[src/rtl/adc_acq_ctrl.sv]
// adc_acq_ctrl: acquisition sequencer between the Zmod scope sample stream and
// an AXI-Stream consumer. It waits for init, arms on request, optionally waits
// for a channel-1 level crossing, then forwards exactly record_len samples as
// one AXIS packet ending in TLAST. The ADC stream is never stalled. A sample
// that cannot be accepted downstream is dropped and flagged in o_overflow.
//
// Optional feature macro: ADC_ACQ_TRIGGER_EN
//   defined   : level trigger on ch1 (i_trig_level / i_trig_slope used)
//   undefined : ARMED lasts one cycle, capture starts with the first valid sample
//
// Ports:
//   i_sys_clock, i_reset          clock, async active-high reset
//   i_init_done                   ADC / relay init complete
//   i_arm, i_abort                single-cycle requests (abort wins)
//   i_record_len                  samples per record, latched on accepted arm
//   i_trig_level, i_trig_slope    signed threshold, 0 = rising / 1 = falling
//   i_adc_data, i_adc_data_valid  ADC stream in; o_adc_ready is constant 1
//   o_m_axis_*, i_m_axis_tready   AXIS master out
//   o_busy, o_done, o_overflow    status; o_state is the state encoding
module adc_acq_ctrl #(
  parameter int unsigned ZMOD_DATA_SIZE = 14,
  parameter int unsigned AXIS_DATA_SIZE = 32,
  parameter int unsigned LEN_WIDTH      = 16
) (
  input  logic                      i_sys_clock,
  input  logic                      i_reset,
  input  logic                      i_init_done,
  input  logic                      i_arm,
  input  logic                      i_abort,
  input  logic [LEN_WIDTH-1:0]      i_record_len,
  input  logic [ZMOD_DATA_SIZE-1:0] i_trig_level,
  input  logic                      i_trig_slope,
  input  logic [AXIS_DATA_SIZE-1:0] i_adc_data,
  input  logic                      i_adc_data_valid,
  output logic                      o_adc_ready,
  output logic [AXIS_DATA_SIZE-1:0] o_m_axis_tdata,
  output logic                      o_m_axis_tvalid,
  output logic                      o_m_axis_tlast,
  input  logic                      i_m_axis_tready,
  output logic                      o_busy,
  output logic                      o_done,
  output logic                      o_overflow,
  output logic [2:0]                o_state
);

  typedef enum logic [2:0] {
    ST_IDLE      = 3'd0,
    ST_WAIT_INIT = 3'd1,
    ST_ARMED     = 3'd2,
    ST_CAPTURE   = 3'd3,
    ST_FLUSH     = 3'd4
  } state_e;

  state_e                    state_q, state_d;
  logic [AXIS_DATA_SIZE-1:0] tdata_q, tdata_d;
  logic                      tvalid_q, tvalid_d;
  logic                      tlast_q, tlast_d;
  logic                      done_q, done_d;
  logic                      ovf_q, ovf_d;
  logic                      busy_q, busy_d;
  logic                      aborted_q, aborted_d;
  logic [LEN_WIDTH-1:0]      len_q, len_d;
  logic [LEN_WIDTH-1:0]      count_q, count_d;

  logic fire_c;
  logic stop_c;
  logic arm_ok_c;
  logic last_load_c;
  logic load_c;
  logic trig_hit_c;

  // Output beat handshake, and conditions that end loading early
  assign fire_c   = tvalid_q & i_m_axis_tready;
  assign stop_c   = i_abort |
                    (~i_init_done & ((state_q == ST_ARMED) | (state_q == ST_CAPTURE)));
  assign arm_ok_c = (state_q == ST_IDLE) & i_arm & ~i_abort & (i_record_len != '0);
  // Compare against len-1 so a full-scale length never needs a wider counter
  assign last_load_c = (count_q == LEN_WIDTH'(len_q - LEN_WIDTH'(1)));

`ifdef ADC_ACQ_TRIGGER_EN
  logic signed [ZMOD_DATA_SIZE-1:0] level_q, level_d;
  logic signed [ZMOD_DATA_SIZE-1:0] prev_q, prev_d;
  logic                             slope_q, slope_d;
  logic                             seeded_q, seeded_d;
  logic signed [ZMOD_DATA_SIZE-1:0] ch1_c;

  assign ch1_c = $signed(i_adc_data[31 -: ZMOD_DATA_SIZE]);

  // Crossing detector; the first sample after arming only seeds prev
  always_comb begin
    trig_hit_c = 1'b0;
    if (seeded_q) begin
      if (slope_q) trig_hit_c = (prev_q > level_q) && (ch1_c <= level_q);
      else         trig_hit_c = (prev_q < level_q) && (ch1_c >= level_q);
    end
  end

  // Trigger configuration and previous-sample tracking
  always_comb begin
    level_d  = level_q;
    slope_d  = slope_q;
    prev_d   = prev_q;
    seeded_d = seeded_q;
    if (arm_ok_c) begin
      level_d  = $signed(i_trig_level);
      slope_d  = i_trig_slope;
      seeded_d = 1'b0;
    end else if ((state_q == ST_ARMED) && i_adc_data_valid) begin
      prev_d   = ch1_c;
      seeded_d = 1'b1;
    end
  end

  always_ff @(posedge i_sys_clock or posedge i_reset) begin
    if (i_reset) begin
      level_q  <= '0;
      prev_q   <= '0;
      slope_q  <= 1'b0;
      seeded_q <= 1'b0;
    end else begin
      level_q  <= level_d;
      prev_q   <= prev_d;
      slope_q  <= slope_d;
      seeded_q <= seeded_d;
    end
  end
`else
  logic unused_trig;

  // Without the trigger every valid sample in ARMED starts the record
  assign trig_hit_c  = 1'b1;
  assign unused_trig = ^{i_trig_level, i_trig_slope};
`endif

  // Next-state and datapath
  always_comb begin
    state_d   = state_q;
    tdata_d   = tdata_q;
    tvalid_d  = tvalid_q;
    tlast_d   = tlast_q;
    len_d     = len_q;
    count_d   = count_q;
    ovf_d     = ovf_q;
    aborted_d = aborted_q;
    done_d    = 1'b0;
    load_c    = 1'b0;

    // An accepted beat frees the output register; a load below may refill it
    if (fire_c) begin
      tvalid_d = 1'b0;
      tlast_d  = 1'b0;
    end

    case (state_q)
      ST_IDLE: begin
        if (arm_ok_c) begin
          state_d   = ST_WAIT_INIT;
          len_d     = i_record_len;
          count_d   = '0;
          ovf_d     = 1'b0;
          aborted_d = 1'b0;
        end
      end
      ST_WAIT_INIT: begin
        if (i_abort)          state_d = ST_IDLE;
        else if (i_init_done) state_d = ST_ARMED;
      end
      ST_ARMED: begin
        if (stop_c) begin
          state_d = ST_IDLE;
        end else if (i_adc_data_valid && trig_hit_c) begin
          load_c = 1'b1;
        end
`ifndef ADC_ACQ_TRIGGER_EN
        else begin
          state_d = ST_CAPTURE;
        end
`endif
      end
      ST_CAPTURE: begin
        if (stop_c) begin
          // A pending beat must stay valid until taken, without tlast
          if (tvalid_q && !i_m_axis_tready) begin
            state_d   = ST_FLUSH;
            aborted_d = 1'b1;
          end else begin
            state_d = ST_IDLE;
          end
        end else if (i_adc_data_valid) begin
          if (!tvalid_q || i_m_axis_tready) load_c = 1'b1;
          else                              ovf_d  = 1'b1;
        end
      end
      ST_FLUSH: begin
        if (i_abort) aborted_d = 1'b1;
        if (fire_c) begin
          state_d = ST_IDLE;
          done_d  = ~(aborted_q | i_abort);
        end
      end
      default: state_d = ST_IDLE;
    endcase

    if (load_c) begin
      tdata_d  = i_adc_data;
      tvalid_d = 1'b1;
      tlast_d  = last_load_c;
      count_d  = LEN_WIDTH'(count_q + LEN_WIDTH'(1));
      state_d  = last_load_c ? ST_FLUSH : ST_CAPTURE;
    end

    busy_d = (state_d != ST_IDLE);
  end

  // State and output registers
  always_ff @(posedge i_sys_clock or posedge i_reset) begin
    if (i_reset) begin
      state_q   <= ST_IDLE;
      tdata_q   <= '0;
      tvalid_q  <= 1'b0;
      tlast_q   <= 1'b0;
      done_q    <= 1'b0;
      ovf_q     <= 1'b0;
      busy_q    <= 1'b0;
      aborted_q <= 1'b0;
      len_q     <= '0;
      count_q   <= '0;
    end else begin
      state_q   <= state_d;
      tdata_q   <= tdata_d;
      tvalid_q  <= tvalid_d;
      tlast_q   <= tlast_d;
      done_q    <= done_d;
      ovf_q     <= ovf_d;
      busy_q    <= busy_d;
      aborted_q <= aborted_d;
      len_q     <= len_d;
      count_q   <= count_d;
    end
  end

  assign o_adc_ready     = 1'b1;
  assign o_m_axis_tdata  = tdata_q;
  assign o_m_axis_tvalid = tvalid_q;
  assign o_m_axis_tlast  = tlast_q;
  assign o_busy          = busy_q;
  assign o_done          = done_q;
  assign o_overflow      = ovf_q;
  assign o_state         = state_q;

endmodule

[config.mk]
export PLATFORM = sky130hd
export DESIGN_NAME = adc_acq_ctrl
export DESIGN_NICKNAME = d
export VERILOG_FILES = /design/src/rtl/adc_acq_ctrl.sv
export SDC_FILE = /design/constraint.sdc
export NUM_CORES = 1
export LEC_CHECK = 0
export ABC_CLOCK_PERIOD_IN_PS = 3000
export BUFFER_PORTS_ARGS = -buffer_cell sky130_fd_sc_hd__buf_2
export CAP_MARGIN = 40
export CORE_MARGIN = 2
export CORE_UTILIZATION = 49
export CTS_BUF_LIST = sky130_fd_sc_hd__clkbuf_8
export DETAILED_ROUTE_END_ITERATION = 8
export HOLD_SLACK_MARGIN = 0.1
export PLACE_DENSITY_LB_ADDON = 0.3
export SYNTH_ARGS = -nofsm -noshare
export SYNTH_HDL_FRONTEND = slang
export SYNTH_SLANG_ARGS = --single-unit
[constraint.sdc]
create_clock -name i_sys_clock -period 3 [get_ports i_sys_clock]
set_input_delay 0.15 -clock i_sys_clock [delete_from_list [all_inputs] [get_ports i_sys_clock]]
set_output_delay 0.15 -clock i_sys_clock [all_outputs]
set_load 0.02 [all_outputs]
==> results of run 1 <==
## area by class of cell
class / instances / area [um2]
clock inverters: 6 / 83.8
inverters: 9 / 33.8
fillers: 535 / 2300
flip-flops and latches: 73 / 1830
multi-input cells: 305 / 1780
clock buffers: 10 / 138
well taps: 99 / 124
repair buffers: 152 / 1040
## worst paths after layout
check                                           start                        endpoint  cells past startpoint
min in group asynchronous                     i_reset  o_m_axis_tdata[26]$_DFFE_PP0P_                      3
worst min register to register  aborted_q$_DFFE_PP0P_                o_done$_DFF_PP0_                      1
worst max-delay path             len_q[0]$_DFFE_PP0P_            o_state[2]$_DFF_PP0_                      8
worst max register to register   len_q[0]$_DFFE_PP0P_            o_state[2]$_DFF_PP0_                      8
max in group asynchronous                     i_reset          count_q[0]$_DFFE_PP0P_                      4
worst min-delay path                  i_m_axis_tready                o_done$_DFF_PP0_                      3
## cells in the mapped netlist, types with 3 or more instances
master,number
mux2_2,16
o22ai_1,6
nand4_1,9
and2_1,4
clkbuf_1,15
inv_1,9
o21ai_1,3
o2111ai_1,3
xor2_1,9
mux2i_1,3
nor3_1,7
dfrtp_1,73
o21ai_0,16
or3_1,3
or2_2,3
nand2_1,119
o211ai_1,3
xnor2_1,17
nor2_1,12
nor4_1,10
nand2b_1,6
a21oi_1,7
nand3_1,20
## what timing repair did
item | 4_1_cts | 5_1_grt
hold buffers | 50 | 0
endpoints found under the hold margin | 70 | 0
resized for setup | 0 | 0
## power by group through the flow
stage | clock, W | combinational [W] | sequential, W
after floorplan | 0 | 0.000722 | 0.00157
after global placement | 0 | 0.00111 | 0.00148
after detailed placement | 0 | 0.00115 | 0.00149
after CTS | 0.000865 | 0.00120 | 0.00148
after global routing | 0.000917 | 0.00133 | 0.00153
final | 0.000856 | 0.00122 | 0.00149
## flip-flops by register name, summed over array words and instances, names as in the netlist
| name | cells |
|---|---|
| aborted_q | 1 |
| count_q | 16 |
| len_q | 16 |
| o_busy | 1 |
| o_done | 1 |
| o_m_axis_tdata | 32 |
| o_m_axis_tlast | 1 |
| o_m_axis_tvalid | 1 |
| o_overflow | 1 |
| o_state | 3 |
## per-stage QoR
stage / hold slack, ns / instances
after floorplan: 0.222 / 408
after global placement: 0.181 / 588
after detailed placement: 0.195 / 588
after CTS: 0.115 / 654
after global routing: 0.125 / 654
final: 0.127 / 654
## cells by family (layout without fill, tap and decap cells)
family          after synthesis  in the layout  synth area share
simple gates                208            208             0.266
flops                        73             73             0.489
compound gates               49             49            0.0844
buf+inv                      30            177            0.0358
xor+xnor                     26             26            0.0609
mux                          19             19            0.0562
fa+ha+maj                     2              2           0.00669
other cells                   1              1           0.00100
## critical path: cells and delay by family, from the launching register on
kind	cells	cell delay (ns)
flops	1	0.44
buf+inv	1	0.08
simple gates	3	1.45
xor+xnor	1	0.17
compound gates	2	0.33
fa+ha+maj	1	0.16
## per-layer routing
layer,GRT usage,part of all wire
met5,0,0
met3,0.0556,0.055
met2,0.418,0.50
met4,0.107,0.027
met1,0.314,0.42
==> results.md, run 1 <==
- Critical Path Source Type: register
- Pre-CTS WS: 0.331 ns
- Die width: 91.3 um
- Highest-count cells in the layout ignoring fill and taps: nand2_1, buf_2, dfrtp_1, dlygate4sd3_1, nand3_1
- Post-synthesis sequential area ratio: 0.489
- Tcrit/Tclk final: 0.900
- Vias in the first global route: 3,496
- Relative slew slack: 0.543
- CTS tree: yes
- Cell Area, Placed: 0.00431 mm2
- Worst path required time: 3.28 ns
- Sw frac: 0.369
- Final WL: 9790 um
- TNS Setup: 0 ns
- Post-CTS setup buffers: 0
- Max Cap Viol: 0
- CTS sink cnt: 73
- Ys flop type: dfrtp_1
- Peak supply drop: 420 uV
- CP peak stage delay: 0.54 ns
- Fin worst setup slack: 0.300 ns
- Crit Path Category: register to register
- Synth Instances: 408
- Core area: 0.00733 mm2
- Via count: 3,548
- Sequential power share: 0.418
- Gr usage total: 0.251
- Synth area leaders: dfrtp_1, nand2_1, mux2_2
- Number of vias per cell: 5.43
- Layout area overhead: 34.6%
- Final instance area: 0.00503 mm2
- Pwr Total: 0.00357 W
- Reg2reg setup slack: 0.30 ns
- Final max-slew violation count: 0
- Comb power frac: 0.343
- Initial antenna violation count: 0
- Post-layout min period: 2.70 ns
- Cell Pwr Density: 710 mW/mm2
- Die area: 0.00834 mm2
- Num rows: 31
- Final ANT Viol Nets: 0
- Outcome: completed
- Int Pwr: 0.00225 W
- Final Hold Viols: 0
- Warnings, synthesis: 0
- DR pass1 iterations: 5
- CP arrival: 2.98 ns
- Final setup viols: 0
- TritonCTS buffer count: 9
- Post-DP HPWL: 6340 um
- Worst setup EP type: register
- Nets: 622
- Post-synth cell types: 53
- Worst slew pin tran: 0.683 ns
- Leakage: 2.49 nW
- WL/cell: 15.0 um
- # IOs: 111
- Commonest non-fill, non-tap cell in the layout: nand2_1
- Clock buffer depth: 2
- Initial Utilization: 0.510
- CTS H-tree lvls: 3
- Number of enable flip-flop cells after synthesis: 0
- Clock root cell: clkbuf_8
- Gpl congestion: 0.925
- First-pass GRT wire length: 16,700 um
- CP max FO: 6
- Slowest stage cell, crit path: or4b_1
- Worst-path clk slew: 0.08 ns
- Setup Skew: 0.00705 ns
- Share of layout cells above drive strength 1: 0.258
- Inserted Diodes: 0
- Synth async-reset ratio: 1.00
- Syn avg cell area: 9.16 um2
- DRC violations left: 0
- Hold Crit Class: input port to register
- Drt initial violations: 194
- Buffers on Ports: 94
- Grt ovf: 0
- Die Span Y: 91.3 um
- Finished Core Util: 0.686
- Synth top area share: 0.489
- Number of synthesized register bits: 73
- Net load switching power: 0.00132 W
- Cell accounting for the most synthesized area: dfrtp_1
- Area of the mapped netlist: 0.00374 mm2
- Clock share of power: 0.240
- Pin count of the biggest net entering global routing: 35
- Cell breakdown of the critical path: inv_1, ha_1, or4b_4, nor4b_1, xnor2_1, o2111ai_1, or4b_1, a21oi_1
- RSZ-0062 raised after global routing: no
- Synth Net Count: 480
- Fmax: 370 MHz
- Clock Latency Late Sink: 0.35 ns
Note: power is estimated with default switching activity, not from simulation.
==> run 2: changes to the inputs <==
Settings changed: CORE_UTILIZATION 49 to 46, SLEW_MARGIN set to 0.
==> results.md, run 2 (synthesis gave the netlist of run 1 again) <==
- CP arrival: 2.92 ns (-0.06 ns)
- CP peak stage delay: 0.55 ns (about the same)
- Critical Path Source Type: register
- Final max-slew violation count: 0 (unchanged)
- Share of layout cells above drive strength 1: 0.259 (+0.000932)
- RSZ-0062 raised after global routing: no
- Clock Latency Late Sink: 0.34 ns (about the same)
- Number of vias per cell: 5.32 (-2.0%)
- Num rows: 32 (+3.2%)
- First-pass GRT wire length: 16,300 um (-2.4%)
- CTS sink cnt: 73 (unchanged)
- Number of flip-flops in the largest register: 32 (unchanged)
- Final ANT Viol Nets: 0 (unchanged)
- Worst slew pin tran: 0.726 ns (+0.0429 ns)
- Outcome: completed
- CP max FO: 6 (unchanged)
- Final setup viols: 0 (unchanged)
- Setup Skew: 0.0100 ns (+0.00295 ns)
- Final WL: 9740 um (-0.43%)
- Layout area overhead: 35.2%
- Crit Path Category: register to register
- Via count: 3,488 (-1.7%)
- Worst path required time: 3.26 ns (-0.02 ns)
- # IOs: 111 (unchanged)
- Post-DP HPWL: 6390 um (+0.80%)
- TritonCTS buffer count: 9 (unchanged)
- Worst setup EP type: register
- Final Hold Viols: 0 (unchanged)
- Tcrit/Tclk final: 0.886 (-0.0140)
- CTS H-tree lvls: 3 (unchanged)
- Nets: 620 (-0.32%)
- Vias in the first global route: 3,381 (-3.3%)
- Post-CTS setup buffers: 0 (unchanged)
- Die Span Y: 94.1 um (+3.1%)
- Worst-path clk slew: 0.07 ns (about the same)
- Buffers on Ports: 94 (unchanged)
- Top Layer Used: met4
- DRC violations left: 0 (unchanged)
- WL/cell: 14.9 um (-0.73%)
- Highest-count cells in the layout ignoring fill and taps: nand2_1, buf_2, dfrtp_1, dlygate4sd3_1, nand3_1
- Drt initial violations: 200 (+3.1%)
- Relative slew slack: 0.515 (-0.0280)
- Clock buffer depth: 2 (unchanged)
- Die area: 0.00886 mm2 (+6.2%)
- Fmax: 376 MHz (+1.6%)
- Commonest non-fill, non-tap cell in the layout: nand2_1
- Initial Utilization: 0.479 (-0.0311)
- Pin count of the biggest net entering global routing: 40 (+14%)
- Gr usage total: 0.232 (-0.0183)
- Core area: 0.00781 mm2 (+6.5%)
- Hold Crit Class: input port to register
- M1 WL: 4230 um (+3.1%)
- Metal3 WL: 600 um (+11%)
- Metal2 WL: 4750 um (-2.7%)
- TNS Setup: 0 ns (unchanged)
- Max Cap Viol: 0 (unchanged)
- Initial antenna violation count: 0 (unchanged)
- Hold Slack: 0.132 ns (+0.00543 ns)
- Leakage: 2.49 nW (about the same)
- Cell Pwr Density: 724 mW/mm2 (+2.0%)
- Clock root cell: clkbuf_8
- Grt ovf: 0 (unchanged)
- Peak supply drop: 424 uV (+0.89%)
- Post-layout min period: 2.66 ns (-0.0420 ns)
- CTS tree: yes
- Die width: 94.1 um (+3.1%)
- Slowest stage cell, crit path: or4b_1
- DR pass1 iterations: 5 (unchanged)
- Cell breakdown of the critical path: inv_1, ha_1, or4b_4, nor4b_1, xnor2_1, o2111ai_1, or4b_1, a21oi_1
- Gpl congestion: 0.905 (-2.2%)
-- run 2: cell count changes in the layout (fill, tap and decap cells not counted), sizes merged --
cell      delta
bufinv       +1
buf          -2
clkinvlp     -1
diode        +1
-- run 2: worst paths after layout --
check	startpoint	endpoint	slack (ns)	cells past startpoint
worst max register to register	len_q[0]$_DFFE_PP0P_	o_state[2]$_DFF_PP0_	0.34	8
worst max-delay path	len_q[0]$_DFFE_PP0P_	o_state[2]$_DFF_PP0_	0.34	8
worst min register to register	aborted_q$_DFFE_PP0P_	o_done$_DFF_PP0_	0.44	1
worst min-delay path	i_m_axis_tready	o_done$_DFF_PP0_	0.13	3
max in group asynchronous	i_reset	count_q[4]$_DFFE_PP0P_	1.87	4
min in group asynchronous	i_reset	o_m_axis_tdata[27]$_DFFE_PP0P_	0.47	3
-- run 2: layer usage --
metal  GRT usage  vias to the layer above
met2       0.377                      120
met5           0                        -
met4      0.0640                        0
met3      0.0546                       20
met1       0.313                     1668
li1            -                     1680
-- run 2: report_power, final --
part / switching (W) / internal [W] / total [W]
Sequential: 0.000263 / 0.00122 / 0.00149
Combinational: 0.000665 / 0.000542 / 0.00121
Clock: 0.000383 / 0.000580 / 0.000963
Total: 0.00131 / 0.00234 / 0.00366
-- run 2: stage by stage --
stage	instances	util	setup WS (ns)	total power [W]	instance area [um2]
global placement	589	0.550	0.397	0.00260	4300
finish	656	0.647	0.342	0.00366	5050
global route	655	0.647	0.137	0.00388	5050
floorplan	408	-	0.493	0.00229	3740
CTS	655	0.647	0.344	0.00367	5050
detailed placement	589	0.550	0.344	0.00264	4300
-- run 2: timing repair --
action,in CTS,in global routing
hold endpoints to repair,83,0
resized for setup,0,0
hold buffers,50,0
-- run 2: worst max-delay path: cells and delay by family (launching register included) --
family          cells  cell delay, ns
compound gates      2            0.32
flops               1            0.43
simple gates        3            1.43
xor+xnor            1            0.16
buf+inv             1            0.08
fa+ha+maj           1            0.15
-- run 2: area by class of cell --
type / count / area, um2
clock inverter: 6 / 113
antenna: 1 / 2.50
sequential: 73 / 1830
inverter: 9 / 33.8
timing repair buffer: 150 / 1030
fill: 642 / 2760
clock buffer: 10 / 138
multi-input combinational: 305 / 1780
tap: 102 / 128
==> run 3: changes to the inputs <==
Settings changed: CELL_PAD_IN_SITES_DETAIL_PLACEMENT set to 1, CELL_PAD_IN_SITES_GLOBAL_PLACEMENT set to 2, CORE_UTILIZATION 46 to 31, GPL_ROUTABILITY_DRIVEN set to 1.
==> results.md, run 3 (synthesis gave the netlist of run 1 again) <==
- Clock Latency Late Sink: 0.36 ns (+0.02 ns)
- Outcome: completed
- TritonCTS buffer count: 9 (unchanged)
- Layout area overhead: 35.0% (about the same)
- Peak supply drop: 261 uV (-39%)
- CP max FO: 6 (unchanged)
- Critical Path Source Type: register
- Pin count of the biggest net entering global routing: 37 (-7.5%)
- Clock buffer depth: 2 (unchanged)
- Inserted Diodes: 0 (-1)
- Final max-slew violation count: 0 (unchanged)
- Die area: 0.0130 mm2 (+46%)
- CP arrival: 3.04 ns (+0.12 ns)
- Buffers on Ports: 94 (unchanged)
- Setup Skew: 0.00778 ns (-0.00223 ns)
- RSZ-0062 raised after global routing: no
- Gr usage total: 0.180 (-0.0519)
- Final ANT Viol Nets: 0 (unchanged)
- Worst slew pin tran: 0.733 ns (+0.00705 ns)
- Num rows: 40 (+25%)
- Relative slew slack: 0.511 (-0.00471)
- Drt initial violations: 153 (-24%)
- Final WL: 10,900 um (+12%)
- Post-layout min period: 2.76 ns (+0.0978 ns)
- Max Cap Viol: 0 (unchanged)
- Die Span Y: 114 um (+21%)
- CTS H-tree lvls: 3 (unchanged)
- First-pass GRT wire length: 18,400 um (+13%)
- Gpl congestion: 0.790 (-13%)
- Share of layout cells above drive strength 1: 0.258 (-0.000467)
- Clock root cell: clkbuf_8
- Commonest non-fill, non-tap cell in the layout: nand2_1
- TNS Setup: 0 ns (unchanged)
- CTS sink cnt: 73 (unchanged)
- Tcrit/Tclk final: 0.918 (+0.0326)
- CTS tree: yes
- Cell Pwr Density: 691 mW/mm2 (-4.6%)
- Vias in the first global route: 3,680 (+8.8%)
- Grt ovf: 0 (unchanged)
- Number of vias per cell: 4.92 (-7.5%)
- Initial antenna violation count: 0 (unchanged)
- Final Hold Viols: 0 (unchanged)
- Post-DP HPWL: 7690 um (+20%)
- Die width: 114 um (+21%)
- Initial Utilization: 0.314 (-0.165)
- Worst path required time: 3.29 ns (+0.03 ns)
- Leakage: 2.46 nW (-1.1%)
- Post-CTS Resized: 0 (unchanged)
- DR pass1 iterations: 4 (-1)
- Via count: 3,448 (-1.1%)
- DRC violations left: 0 (unchanged)
- WL/cell: 15.6 um (+4.8%)
- Core area: 0.0119 mm2 (+53%)
- Fmax: 363 MHz (-3.6%)
- Cell Area, Placed: 0.00435 mm2 (+1.2%)
- Final instance area: 0.00505 mm2 (about the same)
- Hold Crit Class: input port to register
- # IOs: 111 (unchanged)
- Highest-count cells in the layout ignoring fill and taps: nand2_1, buf_2, dfrtp_1, dlygate4sd3_1, nand3_1
- Worst setup EP type: register
- Nets: 621 (+0.16%)
- Number of flip-flops in the largest register: 32 (unchanged)
- Worst-path clk slew: 0.08 ns (about the same)
- Pwr Total: 0.00348 W (-4.7%)
- Crit Path Category: register to register
- Final setup viols: 0 (unchanged)
[run 3: changes by cell type in the layout (fill, tap and decap cells not counted), sizes merged]
| cell | delta |
|---|---|
| inv | -1 |
| bufinv | -2 |
| buf | +1 |
| clkinv | +1 |
| clkinvlp | +2 |
| diode | -1 |
[run 3: worst paths after layout]
| kind | endpoint | slack, ns | cells after the start | from |
|---|---|---|---|---|
| setup / recovery | o_state[2]$_DFF_PP0_ | 0.24 | 8 | len_q[0]$_DFFE_PP0P_ |
| hold / removal | o_state[1]$_DFF_PP0_ | 0.13 | 3 | i_init_done |
| setup reg to reg | o_state[2]$_DFF_PP0_ | 0.24 | 8 | len_q[0]$_DFFE_PP0P_ |
| hold reg to reg | o_done$_DFF_PP0_ | 0.46 | 1 | aborted_q$_DFFE_PP0P_ |
| max in group asynchronous | count_q[10]$_DFFE_PP0P_ | 1.72 | 4 | i_reset |
| min in group asynchronous | len_q[4]$_DFFE_PP0P_ | 0.46 | 3 | i_reset |
[run 3: critical path, cell delays in order (launching register included)]
cell and delay (ns):
dfrtp_1 0.43, inv_1 0.08, ha_1 0.16, or4b_4 0.52, nor4b_1 0.40, xnor2_1 0.17, o2111ai_1 0.17, or4b_1 0.58
a21oi_1 0.18
[run 3: repair_timing]
item | in CTS | in global routing
buffers inserted | 0 | 0
endpoints found under the hold margin | 82 | 0
setup endpoints to repair | 0 | 0
hold buffers | 50 | 0
[run 3: power breakdown]
group / switching (W) / internal, W
clock network: 0.000382 / 0.000401
logic: 0.000672 / 0.000541
registers: 0.000266 / 0.00122
[run 3: per-layer routing]
| metal | share of wire | vias up | global-route usage |
|---|---|---|---|
| met5 | 0 | - | 0 |
| met4 | 0.015 | 0 | 0.0634 |
| met3 | 0.053 | 9 | 0.0606 |
| met2 | 0.49 | 69 | 0.300 |
| met1 | 0.44 | 1692 | 0.219 |
| li1 | - | 1678 | - |
[run 3: stage by stage]
step                 util  std cells  setup WS [ns]  hold slack [ns]
finish              0.424        701          0.245            0.134
global route        0.424        701         0.0347            0.139
CTS                 0.424        701          0.208            0.114
detailed placement  0.365        635          0.209            0.334
global placement    0.365        635          0.317            0.324
floorplan               -        408          0.493            0.222
[run 3: layout make-up]
cell class | instances | area, um2
repair buffers | 151 | 1020
fillers | 1418 | 6870
flip-flops and latches | 73 | 1830
clock buffers | 10 | 138
clock inverters | 6 | 58.8
well taps | 147 | 184
multi-input cells | 305 | 1780
inverters | 9 | 33.8
